`src/rtl/botones_pkg.sv`:
```
// Shared definitions for the button conditioning chain.
// Holds the FSM encoding, the 50 MHz default timings and a small helper for sizing counters.
package botones_pkg;

    typedef enum logic [2:0] {
        IDLE         = 3'd0,
        PRESS_WAIT   = 3'd1,
        HELD         = 3'd2,
        REPEAT_GAP   = 3'd3,
        RELEASE_WAIT = 3'd4
    } estado_t;

    // 50 MHz timings: 10 ms debounce, 0.5 s first repeat, 0.2 s later repeats
    localparam int unsigned DEBOUNCE_CYCLES_DEF = 500_000;
    localparam int unsigned REPEAT_DELAY_DEF    = 25_000_000;
    localparam int unsigned REPEAT_PERIOD_DEF   = 10_000_000;
    localparam bit          REPEAT_EN_DEF       = 1'b1;

    function automatic int unsigned max3(input int unsigned a, input int unsigned b,
                                         input int unsigned c);
        int unsigned m;
        m = (a > b) ? a : b;
        return (m > c) ? m : c;
    endfunction

endpackage

```
`src/rtl/sincronizador_2ff.sv`:
```
// Generic two-flop synchronizer for asynchronous inputs.
// Latency: 2 clk edges from d to q; no backpressure. Both stages reset to RST_VAL.
module sincronizador_2ff #(
    parameter int                WIDTH   = 1,
    parameter logic [WIDTH-1:0]  RST_VAL = '1
) (
    input  logic             clk,
    input  logic             reset,
    input  logic [WIDTH-1:0] d,
    output logic [WIDTH-1:0] q
);

    logic [WIDTH-1:0] s1_q;
    logic [WIDTH-1:0] s2_q;

    always_ff @(posedge clk or posedge reset) begin
        if (reset) begin
            s1_q <= RST_VAL;
            s2_q <= RST_VAL;
        end else begin
            s1_q <= d;
            s2_q <= s1_q;
        end
    end

    assign q = s2_q;

endmodule

```
`src/rtl/boton_antirrebote.sv`:
```
// Push-button conditioner: sync, press/release debounce, optional auto-repeat; out_n is active-low.
// Press latency: 1 + DEBOUNCE_CYCLES edges after btn_n is first sampled low; no backpressure.
module boton_antirrebote
    import botones_pkg::*;
#(
    parameter int unsigned DEBOUNCE_CYCLES = DEBOUNCE_CYCLES_DEF,
    parameter int unsigned REPEAT_DELAY    = REPEAT_DELAY_DEF,
    parameter int unsigned REPEAT_PERIOD   = REPEAT_PERIOD_DEF,
    parameter bit          REPEAT_EN       = REPEAT_EN_DEF
) (
    input  logic clk,
    input  logic reset,
    input  logic btn_n,
    output logic out_n,
    output logic press_pulse,
    output logic held
);

    localparam int unsigned CNT_MAX = max3(DEBOUNCE_CYCLES, REPEAT_DELAY, REPEAT_PERIOD);
    localparam int          CW      = $clog2(CNT_MAX + 1);

    localparam logic [CW-1:0] DEB_LAST = CW'(DEBOUNCE_CYCLES - 1);
    localparam logic [CW-1:0] DLY_LAST = CW'(REPEAT_DELAY - 1);
    localparam logic [CW-1:0] PER_LAST = CW'(REPEAT_PERIOD - 1);
    localparam logic [CW-1:0] CNT_SAT  = '1;
    localparam logic [CW-1:0] CNT_ONE  = CW'(1);

    logic s2;

    sincronizador_2ff #(
        .WIDTH   (1),
        .RST_VAL (1'b1)
    ) u_sync (
        .clk   (clk),
        .reset (reset),
        .d     (btn_n),
        .q     (s2)
    );

    estado_t       state_q, state_d;
    logic [CW-1:0] cnt_q, cnt_d;
    logic          first_rep_q, first_rep_d;
    logic          out_n_q, out_n_d;
    logic          press_pulse_q, press_pulse_d;
    logic          held_q, held_d;

    logic [CW-1:0] cnt_inc;
    logic [CW-1:0] rep_last;

    // Saturating increment: with repeat disabled a long hold must not wrap the counter
    assign cnt_inc  = (cnt_q == CNT_SAT) ? cnt_q : cnt_q + CNT_ONE;
    assign rep_last = first_rep_q ? DLY_LAST : PER_LAST;

    always_comb begin
        state_d       = state_q;
        cnt_d         = cnt_q;
        first_rep_d   = first_rep_q;
        out_n_d       = out_n_q;
        press_pulse_d = 1'b0;
        held_d        = held_q;

        case (state_q)
            IDLE: begin
                out_n_d = 1'b1;
                held_d  = 1'b0;
                if (!s2) begin
                    state_d = PRESS_WAIT;
                    cnt_d   = CNT_ONE;
                end
            end
            PRESS_WAIT: begin
                if (s2) begin
                    state_d = IDLE;
                    cnt_d   = '0;
                end else if (cnt_q == DEB_LAST) begin
                    state_d       = HELD;
                    cnt_d         = '0;
                    out_n_d       = 1'b0;
                    press_pulse_d = 1'b1;
                    held_d        = 1'b1;
                    first_rep_d   = 1'b1;
                end else begin
                    cnt_d = cnt_inc;
                end
            end
            HELD: begin
                out_n_d = 1'b0;
                if (s2) begin
                    state_d = RELEASE_WAIT;
                    cnt_d   = CNT_ONE;
                end else if (REPEAT_EN && (cnt_q == rep_last)) begin
                    state_d       = REPEAT_GAP;
                    cnt_d         = '0;
                    out_n_d       = 1'b1;
                    press_pulse_d = 1'b1;
                    first_rep_d   = 1'b0;
                end else begin
                    cnt_d = cnt_inc;
                end
            end
            REPEAT_GAP: begin
                // The input is ignored here; a release is picked up by HELD next cycle
                state_d = HELD;
                cnt_d   = '0;
                out_n_d = 1'b0;
            end
            RELEASE_WAIT: begin
                if (!s2) begin
                    state_d = HELD;
                    cnt_d   = '0;
                end else if (cnt_q == DEB_LAST) begin
                    state_d = IDLE;
                    cnt_d   = '0;
                    out_n_d = 1'b1;
                    held_d  = 1'b0;
                end else begin
                    cnt_d = cnt_inc;
                end
            end
            default: begin
                state_d = IDLE;
                cnt_d   = '0;
                out_n_d = 1'b1;
                held_d  = 1'b0;
            end
        endcase
    end

    always_ff @(posedge clk or posedge reset) begin
        if (reset) begin
            state_q       <= IDLE;
            cnt_q         <= '0;
            first_rep_q   <= 1'b1;
            out_n_q       <= 1'b1;
            press_pulse_q <= 1'b0;
            held_q        <= 1'b0;
        end else begin
            state_q       <= state_d;
            cnt_q         <= cnt_d;
            first_rep_q   <= first_rep_d;
            out_n_q       <= out_n_d;
            press_pulse_q <= press_pulse_d;
            held_q        <= held_d;
        end
    end

    assign out_n       = out_n_q;
    assign press_pulse = press_pulse_q;
    assign held        = held_q;

endmodule
```
`config.mk`:
```
export PLATFORM = sky130hd
export DESIGN_NAME = boton_antirrebote
export DESIGN_NICKNAME = d
export VERILOG_FILES = /design/src/rtl/botones_pkg.sv /design/src/rtl/sincronizador_2ff.sv /design/src/rtl/boton_antirrebote.sv
export SDC_FILE = /design/constraint.sdc
export NUM_CORES = 1
export LEC_CHECK = 0
export CORE_MARGIN = 3
export CORE_UTILIZATION = 50
export CTS_CLUSTER_DIAMETER = 150
export DETAILED_ROUTE_END_ITERATION = 8
export PLACE_DENSITY = 0.72
export SKIP_LAST_GASP = 1
export SYNTH_ARGS = -nofsm -noshare
export SYNTH_HDL_FRONTEND = slang
export SYNTH_SLANG_ARGS = --single-unit
```
`constraint.sdc`:
```
create_clock -name clk -period 3.15 [get_ports clk]
set_input_delay 0.63 -clock clk [delete_from_list [all_inputs] [get_ports clk]]
set_output_delay 0.63 -clock clk [all_outputs]
set_load 0.1 [all_outputs]
```
### Yosys cells after proc, flatten, opt, wreduce, memory -nomap -nowiden

Index checks and enable logic that the tools add are counted.

* flip-flop bits (word level): 34
* bits in latches: 0
* memory bits (writable): 0
* bits in read-only memories: 0
* input port bits: 3
* output and inout bits: 3
* word-level logic and storage cells: 67
* memories kept: 0

* $add $sub $neg: 1
* $mul: 0
* divide/modulo/power cells: 0
* $lt $le $gt $ge: 0
* eq/ne operators: 17
* shift-type cells: 0
* mux-type cells: 33
* bitwise gates (word level): 1
* reduce and logical (&&, ||, !) cells: 7

Operator list (count)
* 25-bit two-way mux: 8
* 25-bit case mux with 4 select lines: 1
* 25-bit by 1-bit adder with 25-bit output (second input constant): 1
* 25-bit by 19-bit == test with 1-bit output (second input constant): 1
* 25-bit == test: 1
* 25-bit == test (second input constant): 1
* 3-bit two-way mux: 7
* 3-bit case mux with 5 select lines: 1
* 1-bit two-way mux: 12
* 2-bit != test (second input constant): 6
* 5-bit AND reduction: 2
* 4-bit AND reduction: 2
* 3-bit by 2-bit == test with 1-bit output (second input constant): 2
* 3-bit by 2-bit != test with 1-bit output (second input constant): 2
* 1-bit case mux with 2 select lines: 2
* 1-bit case mux with 4 select lines: 1
* 3-bit by 1-bit == test with 1-bit output (second input constant): 1
* 3-bit == test (second input constant): 1
* 3-bit zero test: 1
* 3-bit != test (second input constant): 1
* 1-bit case mux with 3 select lines: 1
* 2-bit by 1-bit != test with 1-bit output (second input constant): 1
* 2-bit nonzero test: 1
* 2-bit OR reduction: 1
* 1-bit inverter: 1

### Logic depth before layout (Yosys ltp)

Gate-level depths: netlist of run 1.

* depth in word-level cells: 5
* gate-level depth with buffers: 10
* gate-level depth less buffers: 7

### By module

A second synthesis of run 1 with hierarchy kept.

* cells, all modules: 234
* area total of the unflattened synthesis: 2112.0 um^2

By module, submodules not included
* boton_antirrebote: instances 1, cells each 231, area each 2055.7 um^2, seq. area each 803.3 um^2
* sincronizador_2ff: instances 1, cells each 3, area each 56.3 um^2, seq. area each 52.6 um^2

### Worst setup path before layout of run 1

Ideal clock, no wire load.

* kind: reg-to-reg
* start: register cnt_q[0]
* end: register cnt_q[12]
* setup time: 0.118 ns
* arrival time: 2.159 ns
* data required time: 3.032 ns
* slack: 0.873 ns
* stages on the path, launching flop included: 11
* buffers on the path: 3
* clock period less this slack: 2.277 ns
* path through: dfrtp_1 ha_1 and4b_1 nand4_1 or4_1 buf_2 a22oi_2 buf_6 buf_12 o21ai_2 a21o_1

* longest elaborated chain between the ends: 5
* elaborated cells between the ends (all ways): 11
* classes of those cells: add/sub (1); eq/ne (3); mux (7)

Ends and longest elaborated chain
* start, declared: RTL line boton_antirrebote.sv:41 `logic [CW-1:0] cnt_q, cnt_d;`
* start signal, assigned: RTL line boton_antirrebote.sv:139 `cnt_q <= cnt_d;`
* 25-bit by 1-bit adder with 25-bit output or 25-bit == test (tied branches): RTL line boton_antirrebote.sv:51 `assign cnt_inc = (cnt_q == CNT_SAT) ? cnt_q : cnt_q + CNT_ONE;`
* 25-bit two-way mux: RTL line boton_antirrebote.sv:51
* 25-bit two-way mux, on equally long branches: RTL line boton_antirrebote.sv:75, boton_antirrebote.sv:111, boton_antirrebote.sv:91
* 25-bit two-way mux, on equally long branches: RTL line boton_antirrebote.sv:108, boton_antirrebote.sv:72, boton_antirrebote.sv:88
* 25-bit case mux with 4 select lines *: RTL line boton_antirrebote.sv:62 `case (state_q)`

Mark *: on every way between the ends. The rest lies on a longest branch, timed or not.
A chain may end at the register's enable or synchronous reset.

### Worst setup path after layout of run 1

Same ends and word-level chain as after synthesis.

==> results.md, run 1 <==
- Met2 Use GR: 32.0%
- Die Y: 74.2 um
- CP max FO: 12
- Dominant cell type by area after synthesis: dfrtp_1
- Post-synth EDFFs: 0
- Final wirelength: 5.29 mm
- Count leader, synth: dfrtp_1
- Initial Util: 52.7%
- Tightest Hold Check Type: flip-flop to flip-flop
- # setup viols final: 0
- Slew HR: 43.2%
- I/O Buffers: 5
- Cell variety after synth: 65
- Initial DRC Count: 215
- Post-route cell area: 2440 um^2
- Die width: 74.2 um
- Number of diodes: 0
- Fill count: 401
- Hold WS: 0.357 ns
- Mapped Cells: 270
- Final Core Density: 55.3%
- PwrDens: 363 nW/um^2
- CP required: 3.33 ns
- Core box area: 4410 um^2
- Reg area: 856 um^2
- Area of the multi-input gates: 1280 um^2
- Initial antenna violation count: 0
- Register bit total from synthesis: 34
- Wire per inst: 16.3 um
- Resize count post-CTS: 0
- Setup TNS: 0 ns
- Commonest cells post-synth: dfrtp_1, nand2_1, inv_1
- Grt peak-use layer: met2
- Syn-to-layout area delta: 4.95%
- Ys Warns: 0
- Top cells by area, synth: dfrtp_1, dfstp_2, a31oi_1
- # DRC: 0
- Via count: 2099
- Root Buffer: clkbuf_8
- Drt pass-1 iters: 4
- Syn Area/Cell: 8.61 um^2
- Max VDD drop: 0.202 mV
- Grt met3 use: 4.05%
- Final #Nets: 275
- Startpoint Class: flip-flop
- Least-Margin Pin Slew: 0.852 ns
- Gpl congestion: 0.850
- H-tree Lvls: 2
- Unrepaired setup endpoints after global routing: no
- CP Class: flip-flop to flip-flop
- Row count: 24
- M1 GR Usage: 30.4%
- Synth Cell Area: 2330 um^2
- Max capacitance violation total: 0
- Gr usage total: 21.2%
- Status: complete, no violations
- Fin. Hold Viols: 0
- Final slew viol count: 0
- Die area: 5510 um^2
- Async SR Flop Fraction: 100%
- Top-area cell type share of the netlist area: 32.3%
- Routed Antenna Nets: 0
- Top-Level Pins: 6
- Max frequency: 359 MHz
- Number of global-route vias before repair: 1834
- Period utilization: 88.5%
- Post-DP HPWL: 3.70 mm
- Clock Latency Late Sink: 0.30 ns
- Tmin final: 2.79 ns
- Vias/cell: 6.48
- Clock Tree Buf Depth: 2
- Largest net degree at the start of global routing: 35
- Worst EP arrival: 2.97 ns
- First-pass GRT wire length: 8.98 mm
- Register area share after synthesis: 36.8%
- CP endpoint kind: flip-flop
- GRT overflow: 0
- Register clock-pin slew on the reported worst setup and hold paths: 0.08 ns
- Sink Count: 34
- TritonCTS buffer count: 5
- CTS tree: yes
- Setup Buffers After CTS: 0
- Share of layout cells above drive strength 1: 11.8%
- Hold_buf cts: 0
- Leakage power total: 0.960 nW
- Worst Skew: 0.0119 ns
- Ys flop type: dfrtp_1
- Post-place instance area: 2350 um^2
- Syn nets: 274
## metal layers
metal,share of wire [%],wire length [um]
met3,6.1,324
met4,1.8,94
met1,47,2490
met2,45,2380
met5,0,0
## registers in the layout, summed over array words and instances (netlist names)
name / cells
first_rep_q: 1
u_sync.q: 1
press_pulse: 1
held: 1
cnt_q: 25
u_sync.s1_q: 1
state_q: 3
out_n: 1
## area by class of cell
| class | count | share of cell area (%) |
|---|---|---|
| clock inverters | 1 | 0.205 |
| well taps | 52 | 2.67 |
| repair buffers | 11 | 3.59 |
| multi-input cells | 202 | 52.3 |
| flip-flops and latches | 34 | 35.1 |
| inverters | 17 | 2.61 |
| clock buffers | 7 | 3.54 |
## where the power goes
| part | total (W) | internal [W] | leakage [nW] | switching, W |
|---|---|---|---|---|
| logic | 0.0000796 | 0.0000305 | 0.456 | 0.0000491 |
| clock network | 0.000336 | 0.000176 | 0.0482 | 0.000159 |
| registers | 0.000471 | 0.000449 | 0.456 | 0.0000220 |
## path summary, 6_finish.rpt
path	start	end	slack [ns]	cells past startpoint
worst min-delay path	u_sync.s1_q	u_sync.q	0.36	0
worst max-delay path	cnt_q[0]	cnt_q[12]	0.36	8
max in group asynchronous	reset	u_sync.q	2.07	3
worst max register to register	cnt_q[0]	cnt_q[12]	0.36	8
worst min register to register	u_sync.s1_q	u_sync.q	0.36	0
min in group asynchronous	reset	press_pulse	0.73	3
## logic make-up (layout without fill, tap and decap cells)
group,count (synthesis),count (layout),synth area share (%)
muxes,2,2,0.861
adders and majority gates,1,1,0.538
AOI/OAI and AO/OA,84,84,24.5
DFF,34,34,36.8
and+or+nand+nor,115,115,29.0
buffers and inverters,34,36,8.28
## cell usage in the layout, fill, tap and decap left out, types with 6 or more instances in the layout
cell,n
a31oi_1,14
nand3_1,15
nand2_1,21
a21oi_1,16
nand4_1,8
o21ai_0,13
clkbuf_8,6
buf_4,9
or4_1,6
nor3_1,8
inv_1,17
nor2_1,14
dfrtp_1,30
or3_1,8
## critical path: stages (launching register included)
cell	delay, ns
dfrtp_1	0.41
ha_1	0.29
and4b_1	0.27
nand4_1	0.09
or4_1	0.56
a22oi_2	0.51
buf_4	0.28
o21ai_2	0.07
a21o_1	0.19
## stage by stage
step / instances / total power [W] / setup WS (ns)
floorplan: 270 / 0.000542 / 0.873
global placement: 316 / 0.000556 / 0.456
detailed placement: 316 / 0.000558 / 0.413
CTS: 324 / 0.000897 / 0.378
global route: 324 / 0.000926 / 0.190
finish: 324 / 0.000887 / 0.362
(Power assumes the default switching activity.)
==> inputs of run 2 (changes only) <==
CTS_CLUSTER_SIZE = 10   (was unset)
SLEW_MARGIN = 15   (was unset)
==> results of run 2 <==
Same layout as run 1: the final DEF is identical, and so are final timing and power.
